$ cat src/rtl/uart_pkg.sv
// Shared constants, FSM state type and divider helper for the UART character receiver.
// The PARITY state exists only when UART_RX_PARITY_EN is defined.
package uart_pkg;

  localparam int unsigned OVERSAMPLE = 16;
  localparam int unsigned START_MID  = 7;

  typedef enum logic [2:0] {
    IDLE,
    START,
    DATA,
`ifdef UART_RX_PARITY_EN
    PARITY,
`endif
    STOP,
    WAIT_HIGH
  } rx_state_t;

  // Rounded clk cycles per oversample tick.
  function automatic int unsigned baud_div(input int unsigned clk_hz, input int unsigned baud);
    return (clk_hz + (OVERSAMPLE / 2) * baud) / (OVERSAMPLE * baud);
  endfunction

endpackage

$ cat src/rtl/char_fifo.sv
// Synchronous FIFO for received characters; DEPTH must be a power of 2 (>= 2).
// A push on a full FIFO is accepted only when a pop happens in the same cycle.
module char_fifo #(
  parameter int unsigned DEPTH = 8,
  parameter int unsigned WIDTH = 8
) (
  input  logic                   clk,
  input  logic                   reset_n,
  input  logic                   push,
  input  logic [WIDTH-1:0]       din,
  input  logic                   pop,
  output logic [WIDTH-1:0]       dout,
  output logic                   full,
  output logic                   empty,
  output logic [$clog2(DEPTH):0] count
);

  localparam int unsigned AW = $clog2(DEPTH);
  localparam logic [AW:0] FULL_COUNT = (AW + 1)'(DEPTH);

  logic [WIDTH-1:0] mem [DEPTH];
  logic [AW-1:0]    wr_ptr;
  logic [AW-1:0]    rd_ptr;
  logic             do_push;
  logic             do_pop;

  assign empty   = (count == '0);
  assign full    = (count == FULL_COUNT);
  assign do_pop  = pop && !empty;
  assign do_push = push && (!full || do_pop);
  assign dout    = mem[rd_ptr];

  always_ff @(posedge clk or negedge reset_n) begin
    if (!reset_n) begin
      wr_ptr <= '0;
      rd_ptr <= '0;
      count  <= '0;
    end else begin
      if (do_push) wr_ptr <= wr_ptr + AW'(1);
      if (do_pop)  rd_ptr <= rd_ptr + AW'(1);
      case ({do_push, do_pop})
        2'b10:   count <= count + (AW + 1)'(1);
        2'b01:   count <= count - (AW + 1)'(1);
        default: ;
      endcase
    end
  end

  always_ff @(posedge clk) begin
    if (do_push) mem[wr_ptr] <= din;
  end

endmodule

$ cat src/rtl/uart_char_rx.sv
// 16x-oversampling UART receiver feeding a character FIFO with a rate-limited we strobe.
// Define UART_RX_PARITY_EN for 8E1 frames; default build is 8N1.
module uart_char_rx
  import uart_pkg::*;
#(
  parameter int unsigned CLK_HZ     = 100_000_000,
  parameter int unsigned BAUD       = 9600,
  parameter int unsigned FIFO_DEPTH = 8,
  parameter int unsigned WE_GAP     = 4
) (
  input  logic                        clk,
  input  logic                        reset_n,
  input  logic                        rx,
  output logic [7:0]                  cin,
  output logic                        we,
  output logic                        frame_err,
  output logic                        overflow,
  output logic [$clog2(FIFO_DEPTH):0] fifo_count
);

  localparam int unsigned DIV = baud_div(CLK_HZ, BAUD);
  localparam int unsigned DW  = (DIV > 1) ? $clog2(DIV) : 1;
  localparam int unsigned SW  = $clog2(OVERSAMPLE);
  localparam int unsigned GW  = $clog2(WE_GAP + 1);

  logic          rx_meta;
  logic          rx_s;
  logic [DW-1:0] div_cnt;
  logic          tick;

  rx_state_t     state;
  rx_state_t     state_d;
  logic [SW-1:0] sub_cnt;
  logic [SW-1:0] sub_d;
  logic [2:0]    bit_cnt;
  logic [2:0]    bit_d;
  logic [7:0]    shreg;
  logic [7:0]    sh_d;
  logic          bit_mid;
  logic          push;
  logic          ferr_d;
`ifdef UART_RX_PARITY_EN
  logic          par_err;
  logic          par_d;
`endif

  logic [7:0]    fifo_head;
  logic          fifo_full;
  logic          fifo_empty;
  logic          pop;
  logic [GW-1:0] gap_cnt;

  always_ff @(posedge clk or negedge reset_n) begin
    if (!reset_n) begin
      rx_meta <= 1'b1;
      rx_s    <= 1'b1;
    end else begin
      rx_meta <= rx;
      rx_s    <= rx_meta;
    end
  end

  assign tick = (div_cnt == DW'(DIV - 1));

  always_ff @(posedge clk or negedge reset_n) begin
    if (!reset_n) div_cnt <= '0;
    else          div_cnt <= tick ? '0 : div_cnt + DW'(1);
  end

  always_ff @(posedge clk or negedge reset_n) begin
    if (!reset_n) begin
      state   <= IDLE;
      sub_cnt <= '0;
      bit_cnt <= '0;
      shreg   <= '0;
`ifdef UART_RX_PARITY_EN
      par_err <= 1'b0;
`endif
    end else begin
      state   <= state_d;
      sub_cnt <= sub_d;
      bit_cnt <= bit_d;
      shreg   <= sh_d;
`ifdef UART_RX_PARITY_EN
      par_err <= par_d;
`endif
    end
  end

  // sub_cnt wraps to 0 exactly at each bit midpoint after the start bit.
  assign bit_mid = (sub_cnt == SW'(OVERSAMPLE - 1));

  always_comb begin
    state_d = state;
    sub_d   = sub_cnt;
    bit_d   = bit_cnt;
    sh_d    = shreg;
    push    = 1'b0;
    ferr_d  = 1'b0;
`ifdef UART_RX_PARITY_EN
    par_d   = par_err;
`endif
    unique case (state)
      IDLE: begin
        if (!rx_s) begin
          state_d = START;
          sub_d   = '0;
        end
      end
      START: begin
        if (tick) begin
          if (sub_cnt == SW'(START_MID)) begin
            sub_d = '0;
            if (!rx_s) begin
              state_d = DATA;
              bit_d   = '0;
`ifdef UART_RX_PARITY_EN
              par_d   = 1'b0;
`endif
            end else begin
              state_d = IDLE;
            end
          end else begin
            sub_d = sub_cnt + SW'(1);
          end
        end
      end
      DATA: begin
        if (tick) begin
          sub_d = sub_cnt + SW'(1);
          if (bit_mid) begin
            sh_d  = {rx_s, shreg[7:1]};
            bit_d = bit_cnt + 3'd1;
            if (bit_cnt == 3'd7) begin
`ifdef UART_RX_PARITY_EN
              state_d = PARITY;
`else
              state_d = STOP;
`endif
            end
          end
        end
      end
`ifdef UART_RX_PARITY_EN
      PARITY: begin
        if (tick) begin
          sub_d = sub_cnt + SW'(1);
          if (bit_mid) begin
            par_d   = rx_s ^ (^shreg);
            ferr_d  = rx_s ^ (^shreg);
            state_d = STOP;
          end
        end
      end
`endif
      STOP: begin
        if (tick) begin
          sub_d = sub_cnt + SW'(1);
          if (bit_mid) begin
            if (rx_s) begin
`ifdef UART_RX_PARITY_EN
              push = !par_err;
`else
              push = 1'b1;
`endif
              state_d = IDLE;
            end else begin
              ferr_d  = 1'b1;
              state_d = WAIT_HIGH;
            end
          end
        end
      end
      WAIT_HIGH: begin
        if (rx_s) state_d = IDLE;
      end
      default: state_d = IDLE;
    endcase
  end

  char_fifo #(
    .DEPTH (FIFO_DEPTH),
    .WIDTH (8)
  ) u_fifo (
    .clk     (clk),
    .reset_n (reset_n),
    .push    (push),
    .din     (shreg),
    .pop     (pop),
    .dout    (fifo_head),
    .full    (fifo_full),
    .empty   (fifo_empty),
    .count   (fifo_count)
  );

  assign pop = !fifo_empty && (gap_cnt == '0);

  always_ff @(posedge clk or negedge reset_n) begin
    if (!reset_n) begin
      cin       <= '0;
      we        <= 1'b0;
      frame_err <= 1'b0;
      overflow  <= 1'b0;
      gap_cnt   <= '0;
    end else begin
      we        <= pop;
      frame_err <= ferr_d;
      overflow  <= push && fifo_full && !pop;
      if (pop) cin <= fifo_head;
      if (pop)                gap_cnt <= GW'(WE_GAP - 1);
      else if (gap_cnt != '0) gap_cnt <= gap_cnt - GW'(1);
    end
  end

endmodule

$ cat config.mk
export PLATFORM = sky130hd
export DESIGN_NAME = uart_char_rx
export DESIGN_NICKNAME = d
export VERILOG_FILES = /design/src/rtl/uart_pkg.sv /design/src/rtl/char_fifo.sv /design/src/rtl/uart_char_rx.sv
export SDC_FILE = /design/constraint.sdc
export NUM_CORES = 1
export LEC_CHECK = 0
export BUFFER_PORTS_ARGS = -buffer_cell sky130_fd_sc_hd__buf_4
export CAP_MARGIN = 20
export CORE_MARGIN = 8
export CORE_UTILIZATION = 55
export CTS_CLUSTER_DIAMETER = 120
export DETAILED_ROUTE_END_ITERATION = 10
export PLACE_DENSITY = 0.75
export SLEW_MARGIN = 0
export SYNTH_ARGS = -nofsm -noshare
export SYNTH_HDL_FRONTEND = slang
export SYNTH_SLANG_ARGS = --single-unit
$ cat constraint.sdc
create_clock -name clk -period 2.75 [get_ports clk]
set_clock_uncertainty 0.2 [all_clocks]
set_input_delay 0.55 -clock clk [delete_from_list [all_inputs] [get_ports clk]]
set_output_delay 0.55 -clock clk [all_outputs]
set_load 0.01 [all_outputs]
## Word-level counts from Yosys, hierarchy flattened

Memory sizes are Yosys's and may differ from the RTL's. A register that Yosys moved wholly into a read port is not among the register bits.
Cells that the tools add are included.

| storage, ports and cells | value |
|---|---|
| bits in registers | 46 |
| bits in writable memories | 64 |
| logic and storage cells | 105 |
| output and inout port bits | 15 |
| bits in read-only memories | 0 |
| latch bits | 0 |
| memories | 1 |

| operators by class | value |
|---|---|
| multiply operators | 0 |
| add/subtract/negate cells | 8 |
| equality and inequality tests | 22 |
| reductions and logical operators | 23 |
| magnitude comparators | 0 |
| bitwise logic cells | 0 |
| shifts and indexed selects | 0 |
| divide/modulo/power cells | 0 |
| mux-type cells | 37 |

Memories:

| memory | words | width | rd ports | clocked after memory_dff | write ports | RTL line | RTL |
|---|---|---|---|---|---|---|---|
| u_fifo.mem | 8 | 8 | 1 | 1 | 1 | char_fifo.sv:21 | `logic [WIDTH-1:0] mem [DEPTH];` |

Operators by type and width:

| cell | count |
|---|---|
| two-way mux 3 bit | 17 |
| != test 2 bit, second input constant | 10 |
| two-way mux 4 bit | 4 |
| case mux 3 bit (5 select lines) | 1 |
| case mux 4 bit (3 select lines) | 1 |
| adder 10 x 1 -> 10 bit, second input constant | 1 |
| == test 10 bit, second input constant | 1 |
| two-way mux 1 bit | 10 |
| two-way mux 10 bit | 1 |
| adder 3 x 1 -> 3 bit, second input constant | 3 |
| AND reduction 9 bit | 1 |
| adder 4 x 1 -> 4 bit, second input constant | 2 |
| == test 4 bit, second input constant | 2 |
| case mux 4 bit (2 select lines) | 1 |
| == test 3 x 2 -> 1 bit, second input constant | 2 |
| == test 3 bit, second input constant | 2 |
| zero test 3 bit | 2 |
| case mux 3 bit (2 select lines) | 1 |
| AND reduction 6 bit | 1 |
| nonzero test 2 bit | 3 |
| nonzero test 3 bit | 2 |
| logical AND 1 bit | 5 |
| == test 4 x 3 -> 1 bit, second input constant | 1 |
| zero test 1 bit | 4 |
| other kinds (12) | 12 |

## Logic depth before layout (Yosys ltp)

Gate-level depths: netlist (run 1).

| depth | value |
|---|---|
| word-level depth | 8 |
| gate-level depth with buffers | 12 |
| depth with buffers taken out | 11 |

## Modules after synthesis

Synthesis (run 1) repeated with hierarchy kept, for this count alone.

| unflattened totals | value |
|---|---|
| cells, all modules | 332 |
| area, all modules | 5,232.5 µm² |

By module, submodules not included:

| module | area each (µm²) | sequential area each (µm²) | cells an instance | instances |
|---|---|---|---|---|
| char_fifo | 3,150.5 | 2,172.1 | 162 | 1 |
| uart_char_rx | 2,082.0 | 1,103.6 | 170 | 1 |

## Worst setup path after synthesis (run 1)

Ideal clock, no wire load.

| timing | value |
|---|---|
| path kind | reg-to-reg |
| start point | reg div_cnt[5] |
| end point | mem u_fifo.mem[0][0] (enable) |
| stages on the path, launching flop included | 6 |
| setup slack | 116 ps |
| data arrival time | 2,051 ps |
| required time | 2,167 ps |
| path through | dfrtp_1 nor4b_4 nand4_1 nor3_1 nand2b_1 nor3_1 |

| between the ends | value |
|---|---|
| longest elaborated chain between the ends | 6 |

Ends and longest elaborated chain:

| item | RTL line | RTL |
|---|---|---|
| start: declaration | uart_char_rx.sv:28 | `logic [DW-1:0] div_cnt;` |
| start signal: assignment | uart_char_rx.sv:67 | `else div_cnt <= tick ? '0 : div_cnt + DW'(1);` |
| == test 10 bit | uart_char_rx.sv:63 | `assign tick = (div_cnt == DW'(DIV - 1));` |
| two-way mux 1 bit | uart_char_rx.sv:157 | `if (tick) begin` |
| two-way mux 1 bit | uart_char_rx.sv:103 | `unique case (state)` |
| logical AND 1 bit | char_fifo.sv:30 | `assign do_push = push && (!full \|\| do_pop);` |
| two-way mux 1 bit | char_fifo.sv:50 | `if (do_push) mem[wr_ptr] <= din;` |
| two-way mux 1 bit (implied by the code) | char_fifo.sv:50 |  |
| end: declaration | char_fifo.sv:21 |  |

Every way passes these cells.

## Worst setup path in the final report (run 1)

| timing | value |
|---|---|
| start point | reg div_cnt[8] |
| end point | reg u_fifo.count[3] |

| between the ends | value |
|---|---|
| longest elaborated chain between the ends | 6 |
| elaborated cells on any way between the ends | 8 |

Ends and longest elaborated chain:

| item | RTL line | RTL |
|---|---|---|
| == test 10 bit * | uart_char_rx.sv:63 |  |
| two-way mux 1 bit * | uart_char_rx.sv:157 |  |
| two-way mux 1 bit * | uart_char_rx.sv:103 |  |
| logical AND 1 bit * | char_fifo.sv:30 |  |
| == test 2 x 1 -> 1 bit or == test 2 bit (tied branches) | char_fifo.sv:41 | `case ({do_push, do_pop})` |
| case mux 4 bit (2 select lines) or nonzero test 2 bit (tied branches) | - |  |
| end signal: assignment | char_fifo.sv:42 | `2'b10: count <= count + (AW + 1)'(1);` |
| end signal: assignment | char_fifo.sv:43 | `2'b01: count <= count - (AW + 1)'(1);` |
| end: declaration | char_fifo.sv:15 | `output logic [$clog2(DEPTH):0] count` |

Mark *: on every way between the ends. The rest lies on a longest branch, timed or not.
A chain may end at the register's enable or synchronous reset.

==> results of run 1 <==
## worst register-to-register path: stages, from the launching register on
cell     delay, ns
dfrtp_1       0.43
nor4b_4       0.37
nand4_1       0.21
o21a_1        0.24
ha_1          0.30
a21o_1        0.18
a21oi_1       0.20
mux2i_1       0.26
xnor2_1       0.14
## layer usage
metal  up-vias  share of wire
li1       1327              -
met2        55           0.52
met1      1428           0.43
met3        18          0.034
met4         0          0.021
met5         -              0
## worst max path at each step
stage	from	endpoint	slack, ns	cells past startpoint
floorplan	div_cnt[5]	u_fifo.mem[0][0]	0.12	5
global placement	div_cnt[5]	u_fifo.count[3]	0.29	8
detailed placement	div_cnt[5]	u_fifo.count[3]	0.19	8
CTS	div_cnt[5]	u_fifo.count[3]	0.14	8
global route	div_cnt[8]	u_fifo.count[3]	0.002	8
finish	div_cnt[8]	u_fifo.count[3]	0.15	8
## per-stage QoR
stage	cell area, um2	hold slack, ns	worst slack [ns]	utilization	power, uW
finish	5976	0.1644	0.1525	0.6592	4056
global route	5976	0.1718	0.002393	0.6592	4161
CTS	5971	0.1655	0.1381	0.6587	4087
detailed placement	5359	0.1534	0.1931	0.5912	1911
global placement	5359	0.1471	0.2854	0.5912	1910
floorplan	5022	0.05441	0.1160	-	1892
## what timing repair did
action | 4_1_cts | 5_1_grt
setup buffers | 0 | 0
resized for setup | 0 | 1
setup endpoints to repair | 0 | 12
hold endpoints to repair | 53 | 0
hold buffers | 2 | 0
## cell usage in the layout (no fill, tap or decap), types with 2 or more instances in the layout
cell | netlist | layout
inv_6 | 0 | 3
nand2b_1 | 8 | 8
clkinv_2 | 0 | 2
and3_1 | 3 | 3
mux2_4 | 2 | 2
nor4_1 | 2 | 2
and2_1 | 2 | 2
xor2_1 | 3 | 3
xnor2_1 | 12 | 12
buf_4 | 1 | 34
nor4_2 | 2 | 2
clkinv_4 | 0 | 2
mux2_2 | 9 | 9
nor3_1 | 4 | 3
edfxtp_1 | 64 | 64
clkinvlp_4 | 0 | 4
mux2i_1 | 13 | 13
o21ai_0 | 13 | 13
nor2_1 | 23 | 23
clkbuf_16 | 0 | 16
nor2b_1 | 2 | 2
o22ai_1 | 2 | 2
bufinv_16 | 0 | 3
o31ai_1 | 2 | 2
nand2_1 | 26 | 26
dlygate4sd3_1 | 0 | 2
mux4_2 | 16 | 16
a21oi_1 | 7 | 7
inv_1 | 12 | 12
dfrtp_1 | 52 | 52
ha_1 | 11 | 11
nand3_1 | 5 | 5
dfstp_2 | 2 | 2
## where the power goes
part	switching, uW	internal, uW
registers	2.41	1850
logic	15.9	4.75
clock network	797	1380
total	815	3240
## registers in the layout, indices dropped and copies added (netlist names)
name	cells
bit_cnt	3
cin	8
div_cnt	10
frame_err	1
gap_cnt	3
overflow	1
rx_meta	1
rx_s	1
shreg	8
state	3
sub_cnt	4
u_fifo.count	4
u_fifo.mem	64
u_fifo.rd_ptr	3
u_fifo.wr_ptr	3
we	1
## cell families after synthesis
family	after synthesis	synth area share
adders and majority gates	12	0.03139
xor gates and xnor gates	15	0.02616
AOI/OAI and AO/OA	31	0.03637
muxes	41	0.1261
and+or+nand+nor	93	0.1066
DFF	118	0.6522
buffers and inverters	26	0.02117
## layout make-up
| class | instances | area, um2 |
|---|---|---|
| Timing Repair Buffer | 36 | 275.3 |
| Multi-Input combinational cell | 192 | 1645 |
| Tap cell | 111 | 138.9 |
| Sequential cell | 118 | 3276 |
| Clock inverter | 15 | 177.7 |
| Fill cell | 619 | 3089 |
| Clock buffer | 17 | 414.1 |
| Inverter | 13 | 48.80 |
==> metrics.md, run 1 <==
| Metric | Value |
|---|---|
| CTS tree | `built` |
| Grt ovf | `0` |
| Length in cells of the worst reg-to-reg path | `8` |
| Max-slew headroom | `0.4405` |
| Max stage delay on crit path | `0.43 ns` |
| Number of global-route vias before repair | `2956` |
| Worst IR drop on VDD | `613.6 uV` |
| R2r setup slk | `0.15 ns` |
| Max Cap Viol | `0` |
| Worst Path Required | `2.99 ns` |
| Synth Register Bits | `118` |
| Tightest Pin Transition | `0.8392 ns` |
| Crit path max-delay cell type | `dfrtp_1` |
| Worst-path fanout max | `4` |
| Crit path max-delay family | `compound AO/OA/AOI/OAI gates` |
| Diode count | `0` |
| RSZ-0062 raised after global routing | `false` |
| H-tree lvl count | `4` |
| Netlist cell types | `56` |
| FP Rows | `35` |
| I/O Pins | `18` |
| Via/cell ratio | `5.633` |
| Worst path bufs/invs | `0` |
| Async SR Flop Fraction | `0.4576` |
| Layout area overhead | `18.98%` |
| Worst hold stages | `0` |
| Iteration-0 DRC Markers | `192` |
| Synth area leaders | `edfxtp_1 (38%), dfrtp_1 (26%), mux4_2 (7.2%)` |
| Max-slew violations | `0` |
| Count leader, synth | `edfxtp_1` |
| Mean routed wirelength per cell | `18.12 um` |
| First-pass GRT wire length | `15180 um` |
| Period utilisation layout | `0.9445` |
| Post-synth top area cell | `edfxtp_1` |
| Cells along the critical path | `nor4b_4 -> nand4_1 -> o21a_1 -> ha_1 -> a21o_1 -> a21oi_1 -> mux2i_1 -> xnor2_1` |
| Highest Clock Rate | `385.0 MHz` |
| Die ar. | `12450 um2` |
| Synth Flop Type | `edfxtp_1` |
| Worst min path class | `register to register` |
| Final setup viols | `0` |
| Initial Util | `0.5540` |
| Die X | `111.6 um` |
| Largest net degree at the start of global routing | `55` |
| Share of cells above drive strength 1 | `0.2762` |
| Drt first pass iters | `6` |
| Setup TNS | `0 ns` |
| Final Wtd Congestion | `0.7937` |
| Kind of critical path | `register to register` |
| Die height | `111.6 um` |
| Yosys top cell area share | `0.3827` |
| Total wire length | `9097 um` |
| # DRC | `0` |
| Min-delay src | `rx_meta` |
| Syn Nets | `351` |
| Seq/Total Area, Yosys | `0.6522` |
| Startpoint Class | `register` |
| Antenna viol nets, final | `0` |
| Critical Path AT | `2.84 ns` |
| Layout Nets | `393` |
| Core footprint | `9065 um2` |
| CTS root buffer | `clkbuf_8` |
| Non-Filler Instances | `502` |
| Inst Count DP | `468` |
| Hpwl dp | `5627 um` |
| M3 GR Usage | `0.04545` |
| Status | `complete, no violations` |
| Worst Hold End | `rx_s` |
| EDFF count, synth | `64` |
| CTS Buffer Depth | `2` |
| Clock sink count | `118` |
| Critical R2R Launch | `div_cnt[8]` |
| Top Usage Layer GRT | `met2` |
| Total GRT Usage | `0.1595` |
| R2r endpoint | `u_fifo.count[3]` |
| Synth Cell Area | `5022 um2` |
| IO Port Bufs | `17` |
| Via count | `2828` |
| Fin crit period | `2.597 ns` |
| YS warnings | `0` |
| Worst Setup End Kind | `register` |
| Mapped Cells | `336` |
| GR Util met1 | `0.1879` |
| Synth cell count leaders | `edfxtp_1 (64), dfrtp_1 (52), nand2_1 (26)` |
| Met2 usage | `0.2630` |
| Fin. Hold Viols | `0` |
| CTS clock-pin slew for the worst setup and hold paths | `0.06 ns` |
| Num CTS Buffers | `17` |
| Pwr/cell area | `678.8 nW/um2` |
| Clock latency on the worst-skew pair | `0.52 ns` |
| Leak Pwr | `0.002240 uW` |
| Antenna violations before repair | `0` |
| Syn avg cell area | `14.95 um2` |
Note: power is estimated with default switching activity, not from simulation.
==> run 2: changes to the inputs <==
--- a/config.mk
+++ b/config.mk
@@ -5,6 +5,7 @@
 export SDC_FILE = /design/constraint.sdc
 export NUM_CORES = 1
 export LEC_CHECK = 0
+export ABC_AREA = 1
 export BUFFER_PORTS_ARGS = -buffer_cell sky130_fd_sc_hd__buf_4
 export CAP_MARGIN = 20
 export CORE_MARGIN = 8
==> metrics.md, run 2 <==
| Metric | Value |
|---|---|
| Number of global-route vias before repair | `3445 (was 2956)` |
| Hold_ws | `0.1586 ns (was 0.1644 ns)` |
| EDFF count, synth | `64 (unchanged)` |
| Setup TNS | `0 ns (unchanged)` |
| Yosys top cell area share | `0.3756 (was 0.3827)` |
| Syn avg cell area | `11.50 um2 (was 14.95 um2)` |
| Count leader, synth | `edfxtp_1 (unchanged)` |
| Startpoint Class | `register (unchanged)` |
| Netlist cell types | `40 (was 56)` |
| Min-delay src | `rx_meta (unchanged)` |
| Final setup viols | `0 (unchanged)` |
| RSZ-0062 raised after global routing | `false (unchanged)` |
| Antenna violations before repair | `0 (unchanged)` |
| Worst Hold End | `rx_s (unchanged)` |
| Highest Clock Rate | `385.9 MHz (was 385.0 MHz)` |
| Die ar. | `12650 um2 (was 12450 um2)` |
| Critical Path AT | `2.80 ns (was 2.84 ns)` |
| Largest register FFs | `64 (unchanged)` |
| Core footprint | `9153 um2 (was 9065 um2)` |
| Period utilisation layout | `0.9423 (was 0.9445)` |
| Post-synth top area cell | `edfxtp_1 (unchanged)` |
| I/O Pins | `18 (unchanged)` |
| Reg with most FFs | `u_fifo.mem (unchanged)` |
| Commonest cells after routing, fill and taps aside | `edfxtp_1 (64), nand2_1 (59), dfrtp_1 (52), nor2_1 (47), o21ai_0 (45) (was edfxtp_1 (64), dfrtp_1 (52), buf_4 (34), nand2_1 (26), nor2_1 (23))` |
| Synth cell count leaders | `edfxtp_1 (64), nand2_1 (59), dfrtp_1 (52) (was edfxtp_1 (64), dfrtp_1 (52), nand2_1 (26))` |
| Internal power | `3261 uW (was 3241 uW)` |
| Length in cells of the worst reg-to-reg path | `18 (was 8)` |
| Worst IR drop on VDD | `343.1 uV (was 613.6 uV)` |
| Kind of critical path | `register to register (unchanged)` |
| Max-slew headroom | `0.5544 (was 0.4405)` |
| Iteration-0 DRC Markers | `239 (was 192)` |
| Fin crit period | `2.591 ns (was 2.597 ns)` |
| Worst-path fanout max | `6 (was 4)` |
| Final Core Density | `0.6699 (was 0.6592)` |
| Final worst slack | `0.1586 ns (was 0.1525 ns)` |
| Fin. Hold Viols | `0 (unchanged)` |
| Clock share of power | `0.542 (was 0.537)` |
| Diode count | `0 (unchanged)` |
| Total GRT Usage | `0.1664 (was 0.1595)` |
| Antenna viol nets, final | `0 (unchanged)` |
| Hpwl dp | `6098 um (was 5627 um)` |
| Worst hold stages | `0 (unchanged)` |
| Synth Cell Area | `5117 um2 (was 5022 um2)` |
| Worst Setup End Kind | `register (unchanged)` |
| Tightest Pin Transition | `0.6684 ns (was 0.8392 ns)` |
| Largest net degree at the start of global routing | `55 (unchanged)` |
| Worst min path class | `register to register (unchanged)` |
| Final Wtd Congestion | `0.8913 (was 0.7937)` |
| CTS root buffer | `clkbuf_8 (unchanged)` |
| Total wire length | `10060 um (was 9097 um)` |
| IO Port Bufs | `17 (unchanged)` |
| Share of cells above drive strength 1 | `0.2147 (was 0.2762)` |
| Status | `complete, no violations (unchanged)` |
| Most common cell after layout, fill and taps aside | `edfxtp_1 (unchanged)` |
| Die X | `112.5 um (was 111.6 um)` |
| Comb power frac | `0.005 (about the same)` |
| Worst Setup SP | `div_cnt[0] (was div_cnt[8])` |
| Synth area leaders | `edfxtp_1 (38%), dfrtp_1 (25%), o21ai_0 (4.4%) (was edfxtp_1 (38%), dfrtp_1 (26%), mux4_2 (7.2%))` |
| Via count | `3453 (was 2828)` |
| H-tree lvl count | `4 (unchanged)` |
| Seq/Total Area, Yosys | `0.6401 (was 0.6522)` |
| First-pass GRT wire length | `16740 um (was 15180 um)` |
| Drt first pass iters | `4 (was 6)` |
| Critical R2R Launch | `div_cnt[0] (was div_cnt[8])` |
| CTS tree | `built (unchanged)` |
| Worst Path Required | `2.96 ns (was 2.99 ns)` |
| Initial Util | `0.5591 (was 0.5540)` |
| Syn Nets | `460 (was 351)` |
| CTS clock-pin slew for the worst setup and hold paths | `0.06 ns (about the same)` |
| # DRC | `0 (unchanged)` |
| FP Rows | `35 (unchanged)` |
| Sequential power share | `0.453 (was 0.458)` |
| Layout area overhead | `19.80% (was 18.98%)` |
| Grt ovf | `0 (unchanged)` |
| Inst Count DP | `575 (was 468)` |
| Non-Filler Instances | `614 (was 502)` |
| Via/cell ratio | `5.624 (was 5.633)` |
| Num CTS Buffers | `17 (unchanged)` |
| Max-slew violations | `0 (unchanged)` |
| Mapped Cells | `445 (was 336)` |
| Layout Nets | `505 (was 393)` |
| R2r setup slk | `0.16 ns (was 0.15 ns)` |
| Leak Pwr | `0.002481 uW (was 0.002240 uW)` |
| CTS Buffer Depth | `2 (unchanged)` |
| R2r endpoint | `u_fifo.count[3] (unchanged)` |
| P_sw | `834.2 uW (was 815.3 uW)` |
| Switching power share of the total | `0.2037 (was 0.2010)` |
| Async SR Flop Fraction | `0.4576 (unchanged)` |
| Clock latency on the worst-skew pair | `0.51 ns (was 0.52 ns)` |
| YS warnings | `0 (unchanged)` |
| Synth Register Bits | `118 (unchanged)` |
| DP Worst Slack | `0.09501 ns (was 0.1931 ns)` |
| Pwr/cell area | `668.0 nW/um2 (was 678.8 nW/um2)` |
| Max Cap Viol | `0 (unchanged)` |
| Largest regs | `u_fifo.mem (64), div_cnt (10) (unchanged)` |
| Mean routed wirelength per cell | `16.38 um (was 18.12 um)` |
| Synth Flop Type | `edfxtp_1 (unchanged)` |
| Die height | `112.5 um (was 111.6 um)` |
| Clock sink count | `118 (unchanged)` |
## run 2: routing by layer
metal  share of wire  global-route usage  wire length (um)  up-vias
met5               0                   0                 0        -
met4           0.012             0.06025               124        0
met3           0.058             0.05690               581       13
met2            0.49              0.2678              4931      118
met1            0.44              0.2040              4419     1681
li1                -                   -                 -     1641
## run 2: layout make-up
cell class / count / area, um2
Sequential cell: 118 / 3276
Fill cell: 629 / 3022
Multi-Input combinational cell: 271 / 1657
Clock buffer: 17 / 414.1
Timing Repair Buffer: 36 / 275.3
Clock inverter: 15 / 191.4
Inverter: 46 / 178.9
Tap cell: 111 / 138.9
## run 2: cell families after synthesis
logic type / Yosys count / synth area share
and+or+nand+nor: 155 / 0.1460
DFF: 118 / 0.6401
AOI/OAI and AO/OA: 86 / 0.1039
buffers and inverters: 56 / 0.04279
adders and majority gates: 12 / 0.03081
xor gates and xnor gates: 11 / 0.01883
muxes: 7 / 0.01760
## run 2: critical path: stages, from the launching register on
cell and delay [ns]:
dfrtp_1 0.40, inv_1 0.07, ha_1 0.18, nand2_1 0.10, nor2_4 0.17, nand3_4 0.11
inv_4 0.11, nand3b_4 0.09, nand2_4 0.11, inv_1 0.09, ha_4 0.24, a21oi_2 0.17
nand2_1 0.10, nand3_1 0.10, nand2_2 0.06, nand2_1 0.06, nand2_1 0.05, nand2_1 0.05
inv_1 0.03
## run 2: what timing repair did
action | in CTS | in global routing
gates resized for setup | 0 | 6
hold endpoints to repair | 53 | 0
setup buffers | 0 | 5
hold buffers | 2 | 0
setup endpoints to repair | 0 | 1
## run 2: how the worst max path moves through the flow
stage	endpoint	slack, ns	cells after the start
detailed placement	u_fifo.count[3]	0.1	18
finish	u_fifo.count[3]	0.16	18
floorplan	u_fifo.mem[1][0]	0.26	10
global placement	u_fifo.count[3]	0.24	18
CTS	u_fifo.count[3]	0.05	18
global route	u_fifo.count[3]	0.03	18
## run 2: power by group through the flow
stage / Clock (uW) / Sequential, uW / Combinational [uW]
after floorplan: 0 / 1890 / 1.38
after global placement: 0 / 1890 / 19.5
after detailed placement: 0 / 1890 / 19.9
after CTS: 2240 / 1860 / 22.1
after global routing: 2330 / 1850 / 24.6
final: 2220 / 1860 / 20.5
## run 2: per-stage QoR
stage,total power [uW],cell area [um2]
after floorplan,1891,5117
after global placement,1909,5433
after detailed placement,1910,5433
after CTS,4121,6058
after global routing,4207,6131
final,4096,6131
